### config.mk
export PLATFORM = sky130hd
export DESIGN_NAME = uart_pkt_tx_flat
export DESIGN_NICKNAME = d
export VERILOG_FILES = /design/src/rtl/uart_pkt_tx_if.sv /design/src/rtl/uart_pkt_tx.sv /design/src/flat_wrapper.sv
export SDC_FILE = /design/constraint.sdc
export NUM_CORES = 1
export LEC_CHECK = 0
export CAP_MARGIN = 10
export CORE_MARGIN = 2
export CORE_UTILIZATION = 57
export CTS_CLUSTER_SIZE = 30
export DETAILED_ROUTE_END_ITERATION = 8
export PLACE_DENSITY = 0.82
export SETUP_SLACK_MARGIN = 0.1
export SYNTH_ARGS = -nofsm -noshare
export SYNTH_HDL_FRONTEND = slang
export SYNTH_SLANG_ARGS = --single-unit
### constraint.sdc
create_clock -name clock -period 2.89 [get_ports clock]
set_input_delay 0.289 -clock clock [delete_from_list [all_inputs] [get_ports clock]]
set_output_delay 0.289 -clock clock [all_outputs]
set_load 0.05 [all_outputs]
### src/rtl/uart_pkt_tx_if.sv
// Handshake and line signals between a packet source and the UART packet transmitter.
interface uart_pkt_tx_if;
  logic        start;
  logic [7:0]  hdr;
  logic [7:0]  addr;
  logic [15:0] size;
  logic [7:0]  pl_data;
  logic        pl_valid;
  logic        pl_ready;
  logic        tx_serial;
  logic        busy;
  logic        done;

  modport master (
    output start, hdr, addr, size, pl_data, pl_valid,
    input  pl_ready, tx_serial, busy, done
  );

  modport slave (
    input  start, hdr, addr, size, pl_data, pl_valid,
    output pl_ready, tx_serial, busy, done
  );
endinterface

### src/rtl/uart_pkt_tx.sv
// UART packet transmitter: HDR, ADDR, SIZE_LO, SIZE_HI, payload, framed as 8N1 with optional even parity.
//  state    | meaning
//  IDLE     | line high, waiting for start
//  START    | start bit (line low)
//  DATA     | 8 data bits, LSB first from shift_q[0]
//  PARITY   | even parity bit (PARITY_EN only)
//  STOP     | stop bit, all but its final cycle
//  NEXT     | final stop cycle; loads next byte, or idles high waiting for payload
module uart_pkt_tx #(
  parameter int unsigned CLKS_PER_BIT = 868,
  parameter bit          PARITY_EN    = 1'b0
) (
  input  logic         clock,
  input  logic         reset_n,
  uart_pkt_tx_if.slave bus
);
  localparam int unsigned CW = (CLKS_PER_BIT > 1) ? $clog2(CLKS_PER_BIT) : 1;
  localparam logic [CW-1:0] BAUD_LAST = CW'(CLKS_PER_BIT - 1);
  localparam logic [CW-1:0] STOP_LAST = CW'((CLKS_PER_BIT > 1) ? CLKS_PER_BIT - 2 : 0);

  typedef enum logic [2:0] {S_IDLE, S_START, S_DATA, S_PARITY, S_STOP, S_NEXT} state_e;
  typedef enum logic [2:0] {F_HDR, F_ADDR, F_SZ_LO, F_SZ_HI, F_PAY} field_e;

  state_e        state_q, state_d;
  field_e        field_q, field_d;
  logic [CW-1:0] baud_q, baud_d;
  logic [2:0]    bit_q, bit_d;
  logic [7:0]    shift_q, shift_d;
  logic          par_q, par_d;
  logic [15:0]   rem_q, rem_d;
  logic [7:0]    addr_q, addr_d;
  logic          baud_tick;
  logic          tx_w, ready_w, done_w;

  assign baud_tick = (baud_q == BAUD_LAST);

  always_ff @(posedge clock or negedge reset_n) begin
    if (!reset_n) begin
      state_q <= S_IDLE;
      field_q <= F_HDR;
      baud_q  <= '0;
      bit_q   <= '0;
      shift_q <= '0;
      par_q   <= 1'b0;
      rem_q   <= '0;
      addr_q  <= '0;
    end else begin
      state_q <= state_d;
      field_q <= field_d;
      baud_q  <= baud_d;
      bit_q   <= bit_d;
      shift_q <= shift_d;
      par_q   <= par_d;
      rem_q   <= rem_d;
      addr_q  <= addr_d;
    end
  end

  always_comb begin
    state_d = state_q;
    field_d = field_q;
    baud_d  = baud_q;
    bit_d   = bit_q;
    shift_d = shift_q;
    par_d   = par_q;
    rem_d   = rem_q;
    addr_d  = addr_q;
    tx_w    = 1'b1;
    ready_w = 1'b0;
    done_w  = 1'b0;
    case (state_q)
      S_IDLE: begin
        if (bus.start) begin
          addr_d  = bus.addr;
          rem_d   = bus.size;
          shift_d = bus.hdr;
          par_d   = ^bus.hdr;
          field_d = F_HDR;
          baud_d  = '0;
          state_d = S_START;
        end
      end
      S_START: begin
        tx_w = 1'b0;
        if (baud_tick) begin
          baud_d  = '0;
          bit_d   = '0;
          state_d = S_DATA;
        end else baud_d = baud_q + CW'(1);
      end
      S_DATA: begin
        tx_w = shift_q[0];
        if (baud_tick) begin
          baud_d  = '0;
          shift_d = {1'b0, shift_q[7:1]};
          bit_d   = bit_q + 3'd1;
          if (bit_q == 3'd7) begin
            if (PARITY_EN)              state_d = S_PARITY;
            else if (CLKS_PER_BIT == 1) state_d = S_NEXT;
            else                        state_d = S_STOP;
          end
        end else baud_d = baud_q + CW'(1);
      end
      S_PARITY: begin
        tx_w = par_q;
        if (baud_tick) begin
          baud_d  = '0;
          state_d = (CLKS_PER_BIT == 1) ? S_NEXT : S_STOP;
        end else baud_d = baud_q + CW'(1);
      end
      S_STOP: begin
        if (baud_q == STOP_LAST) begin
          baud_d  = '0;
          state_d = S_NEXT;
        end else baud_d = baud_q + CW'(1);
      end
      S_NEXT: begin
        baud_d = '0;
        case (field_q)
          F_HDR: begin
            shift_d = addr_q;
            par_d   = ^addr_q;
            field_d = F_ADDR;
            state_d = S_START;
          end
          F_ADDR: begin
            shift_d = rem_q[7:0];
            par_d   = ^rem_q[7:0];
            field_d = F_SZ_LO;
            state_d = S_START;
          end
          F_SZ_LO: begin
            shift_d = rem_q[15:8];
            par_d   = ^rem_q[15:8];
            field_d = F_SZ_HI;
            state_d = S_START;
          end
          default: begin
            // rem_q doubles as the size register until the size bytes are out
            if (rem_q != 16'd0) begin
              ready_w = 1'b1;
              if (bus.pl_valid) begin
                shift_d = bus.pl_data;
                par_d   = ^bus.pl_data;
                rem_d   = rem_q - 16'd1;
                field_d = F_PAY;
                state_d = S_START;
              end
            end else begin
              done_w  = 1'b1;
              field_d = F_HDR;
              state_d = S_IDLE;
            end
          end
        endcase
      end
      default: state_d = S_IDLE;
    endcase
  end

  assign bus.tx_serial = tx_w;
  assign bus.pl_ready  = ready_w;
  assign bus.done      = done_w;
  assign bus.busy      = (state_q != S_IDLE) && !done_w;
endmodule
### src/flat_wrapper.sv
// flat-port wrapper written by rule: the top's interface ports become plain ports
module uart_pkt_tx_flat 
#(
  parameter int unsigned CLKS_PER_BIT = 868,
  parameter bit          PARITY_EN    = 1'b0
)
  (clock, reset_n, bus_start, bus_hdr, bus_addr, bus_size, bus_pl_data, bus_pl_valid, bus_pl_ready, bus_tx_serial, bus_busy, bus_done);
  uart_pkt_tx_if bus_i ();
  input  logic clock;
  input  logic reset_n;
  input wire logic [$bits(bus_i.start)-1:0] bus_start;
  input wire logic [$bits(bus_i.hdr)-1:0] bus_hdr;
  input wire logic [$bits(bus_i.addr)-1:0] bus_addr;
  input wire logic [$bits(bus_i.size)-1:0] bus_size;
  input wire logic [$bits(bus_i.pl_data)-1:0] bus_pl_data;
  input wire logic [$bits(bus_i.pl_valid)-1:0] bus_pl_valid;
  output wire logic [$bits(bus_i.pl_ready)-1:0] bus_pl_ready;
  output wire logic [$bits(bus_i.tx_serial)-1:0] bus_tx_serial;
  output wire logic [$bits(bus_i.busy)-1:0] bus_busy;
  output wire logic [$bits(bus_i.done)-1:0] bus_done;
  assign bus_i.start = bus_start;
  assign bus_i.hdr = bus_hdr;
  assign bus_i.addr = bus_addr;
  assign bus_i.size = bus_size;
  assign bus_i.pl_data = bus_pl_data;
  assign bus_i.pl_valid = bus_pl_valid;
  assign bus_pl_ready = bus_i.pl_ready;
  assign bus_tx_serial = bus_i.tx_serial;
  assign bus_busy = bus_i.busy;
  assign bus_done = bus_i.done;
  uart_pkt_tx #(.CLKS_PER_BIT(CLKS_PER_BIT), .PARITY_EN(PARITY_EN)) u_core (.clock(clock), .reset_n(reset_n), .bus(bus_i));
endmodule
==> flow_summary.ini <==
[cts]
numClockSinks = 52
tritoncts_clock_tree = yes
worst_setup_hold_path_clk_slew_ns = 0.10
cts_root_buf = sky130_fd_sc_hd__clkbuf_8
clock_insertion_delay_worst_skew_ns = 0.31
h-tree-depth = 2
tritoncts.num_buffers = 5
cts_buffer_depth = 2
cts.hold.buffers_added = 0

[routing]
viasPerCell = 6.26
detail-route-antenna-nets = 0
detailedRoute.firstPassIterationCount = 4
routed_wl_microns = 9100
drt_drc_violations_left = 0
routed-via-count = 3362
dr.first_iter.drc_count = 213
routedWlPerCell_microns = 16.9

[grt]
antenna_found_initial = 0
overflow = 0
grt_pass1_vias = 3218
grt_pass1_wl_microns = 15200
largest_net_degree_at_the_start_of_global_routing = 36
grt_usage_pct = 25.5

[setup_path]
cp_data_arrival_time_ns = 2.22
crit_path_max_incr_delay_ns = 0.46
rr_worst_depth = 8
rr_endpoint = u_core.rem_q[14]
worstSetupPathType = flip-flop to primary output
rr_startpoint = u_core.rem_q[12]
critical_path_end_type = primary output
r2r_setup_slk_ns = 0.57
setup.worst_path.start_class = flip-flop
worst_path_max_delay_cell = sky130_fd_sc_hd__dfrtp_1
critical_path.cell_chain = inv_1 -> ha_1 -> nand2_1 -> or3_1 -> nor2_1 -> nor2_1 -> buf_4
worstPathRequired_ns = 2.60
crit_top_cell = sky130_fd_sc_hd__nor2_1
top_fanout_value_on_the_critical_path = 6

[floorplanning]
die_area_sq_um = 7460
floorplan.initialDensity_pct = 57.9
die_width_microns = 86.4
die_y_microns = 86.4
fp-row-count = 30
core-area_sq_um = 6680
design.portCount = 48

[timing]
fin_worst_skew_ns = 0.0112
timing.slew.headroom_pct = 45.7
finalSetupViolCount = 0
worst_slew_pin_slew_ns = 0.814
finalMaxSlewViolations = 0
final_hold_vio_count = 0
post-route-period-util_pct = 87.0
grt_setup_unrepaired = false
hold_ws_ns = 0.0649
timing.final.crit_period_ns = 2.51
setup_total_neg_slack_ns = 0
layout_setup_ws_ns = 0.377
clock.fmax_mhz = 398

[run]
max_cap_viol_count = 0

[cells_and_area]
antenna_cells = 0
count_of_filler_cells_inserted_in_the_layout = 550
finalNonFillerCells = 537
post_route_cells_drive_above_1_share_pct = 13.8
final_cell_area_sq_um = 4490
final_nets = 518
syn_to_final_growth_pct = 15.9

[yosys]
synth_top_cells_by_count = sky130_fd_sc_hd__dfrtp_1 (52), sky130_fd_sc_hd__o21ai_0 (31), sky130_fd_sc_hd__inv_1 (26), sky130_fd_sc_hd__a21oi_1 (25), sky130_fd_sc_hd__xnor2_1 (24)
synth.ff_latch_count = 52
synth_top_area_cells = sky130_fd_sc_hd__dfrtp_1 (34%), sky130_fd_sc_hd__ha_1 (5.8%), sky130_fd_sc_hd__xnor2_1 (5.4%), sky130_fd_sc_hd__mux2_2 (4.9%), sky130_fd_sc_hd__o21ai_0 (4.0%)
syn_area_sq_um = 3870
synth_edf_count = 0
synth_top_area_cell = sky130_fd_sc_hd__dfrtp_1
synth-warning-count = 0
synth.top_cell.area_share_pct = 33.6
yosys.cell_count.top_type = sky130_fd_sc_hd__dfrtp_1
syn-num-nets = 481
netlist-cell-type-count = 64
synthesis.area_per_instance_sq_um = 9.23
asyncSetResetFlopFracSynth_pct = 100
synth-main-ff-cell = sky130_fd_sc_hd__dfrtp_1
syn-instance-count = 419
synth-seq-area-share_pct = 33.6

[placement]
finalWeightedCongestion = 0.856
dpl-instance-area_sq_um = 4390
port_buffers = 47
dp_worst_setup_slack_ns = 0.548
place.detailed.instances = 529
place.detailed.hpwl_microns = 6630

[power]
ir_worst_vdd_uv = 292
power.density_nw_per_um2 = 359
power.static_leakage_uw = 0.00193

[run_status]
status = completed

[worst_hold_path]
holdCritPathClass = input port to asynchronous set/reset pin
## logic make-up after synthesis
group           after synthesis  share of synthesized area (%)
mux                          26                           8.31
compound gates              141                           24.1
simple gates                100                           15.5
buf+inv                      54                           6.31
xor+xnor                     28                           6.34
fa+ha+maj                    18                           5.82
flops                        52                           33.6
## state kept, by name (all words and copies together), names as in the netlist
register	count
u_core.rem_q	16
u_core.baud_q	10
u_core.addr_q	8
u_core.shift_q	8
u_core.bit_q	3
u_core.field_q	3
u_core.state_q	3
u_core.par_q	1
## placed cells by master (no fill, tap or decap), drive strengths merged, types with 10 or more instances in the layout
cell,Yosys,layout
buf,14,15
xnor2,24,24
o21ai,35,35
dfrtp,52,52
nor2,21,21
a21o,10,10
inv,26,26
nand2,11,11
o22ai,15,15
ha,18,18
clkdlybuf4s50,0,42
a21oi,27,27
nor3,14,14
mux2,25,25
## cell type report
cell class / instances / area [sq um] / area share (%)
clock inverter: 2 / 16.3 / 0.363
tap: 80 / 100 / 2.23
clock buffer: 6 / 72.6 / 1.62
sequential: 52 / 1300 / 29.0
inverter: 26 / 97.6 / 2.18
timing repair buffer: 58 / 568 / 12.7
multi-input combinational: 313 / 2330 / 51.9
## routing by layer
metal	wire [microns]	vias up	GRT usage (%)
met1	4250	1631	35.8
met4	121	0	6.25
li1	-	1622	-
met2	4290	97	41.4
met5	0	-	0
met3	438	12	4.10
## repair_timing
action / in CTS / in global routing
endpoints found under the setup margin: 0 / 1
gates resized for setup: 0 / 1
setup buffers: 0 / 0
## critical path, delay by kind of cell, from the launching register on
kind	cells	cell delay [ns]
simple gates	4	0.94
buf+inv	2	0.34
fa+ha+maj	1	0.18
flops	1	0.46
## per-stage QoR
stage	utilization (%)	total power (uW)
after floorplan	-	1050
after global placement	65.8	1180
after detailed placement	65.8	1190
after CTS	67.1	1610
after global routing	67.1	1700
final	67.1	1610
## power breakdown
| part | switching [uW] | internal (uW) | total (uW) |
|---|---|---|---|
| registers | 77.4 | 783 | 861 |
| clock network | 258 | 173 | 431 |
| logic | 140 | 178 | 318 |
| total | 475 | 1130 | 1610 |
## worst max path at each step
stage / startpoint / end / slack, ns / cells after the start
3_5_place_dp: u_core.state_q[0] / bus_tx_serial / 0.55 / 4
6_report: u_core.rem_q[12] / bus_busy / 0.38 / 7
5_1_grt: u_core.rem_q[3] / bus_busy / 0.29 / 7
2_1_floorplan: u_core.rem_q[4] / bus_busy / 0.22 / 7
4_1_cts: u_core.state_q[0] / bus_tx_serial / 0.20 / 4
3_3_place_gp: u_core.state_q[0] / bus_tx_serial / 0.61 / 4
(Power assumes the default switching activity.)
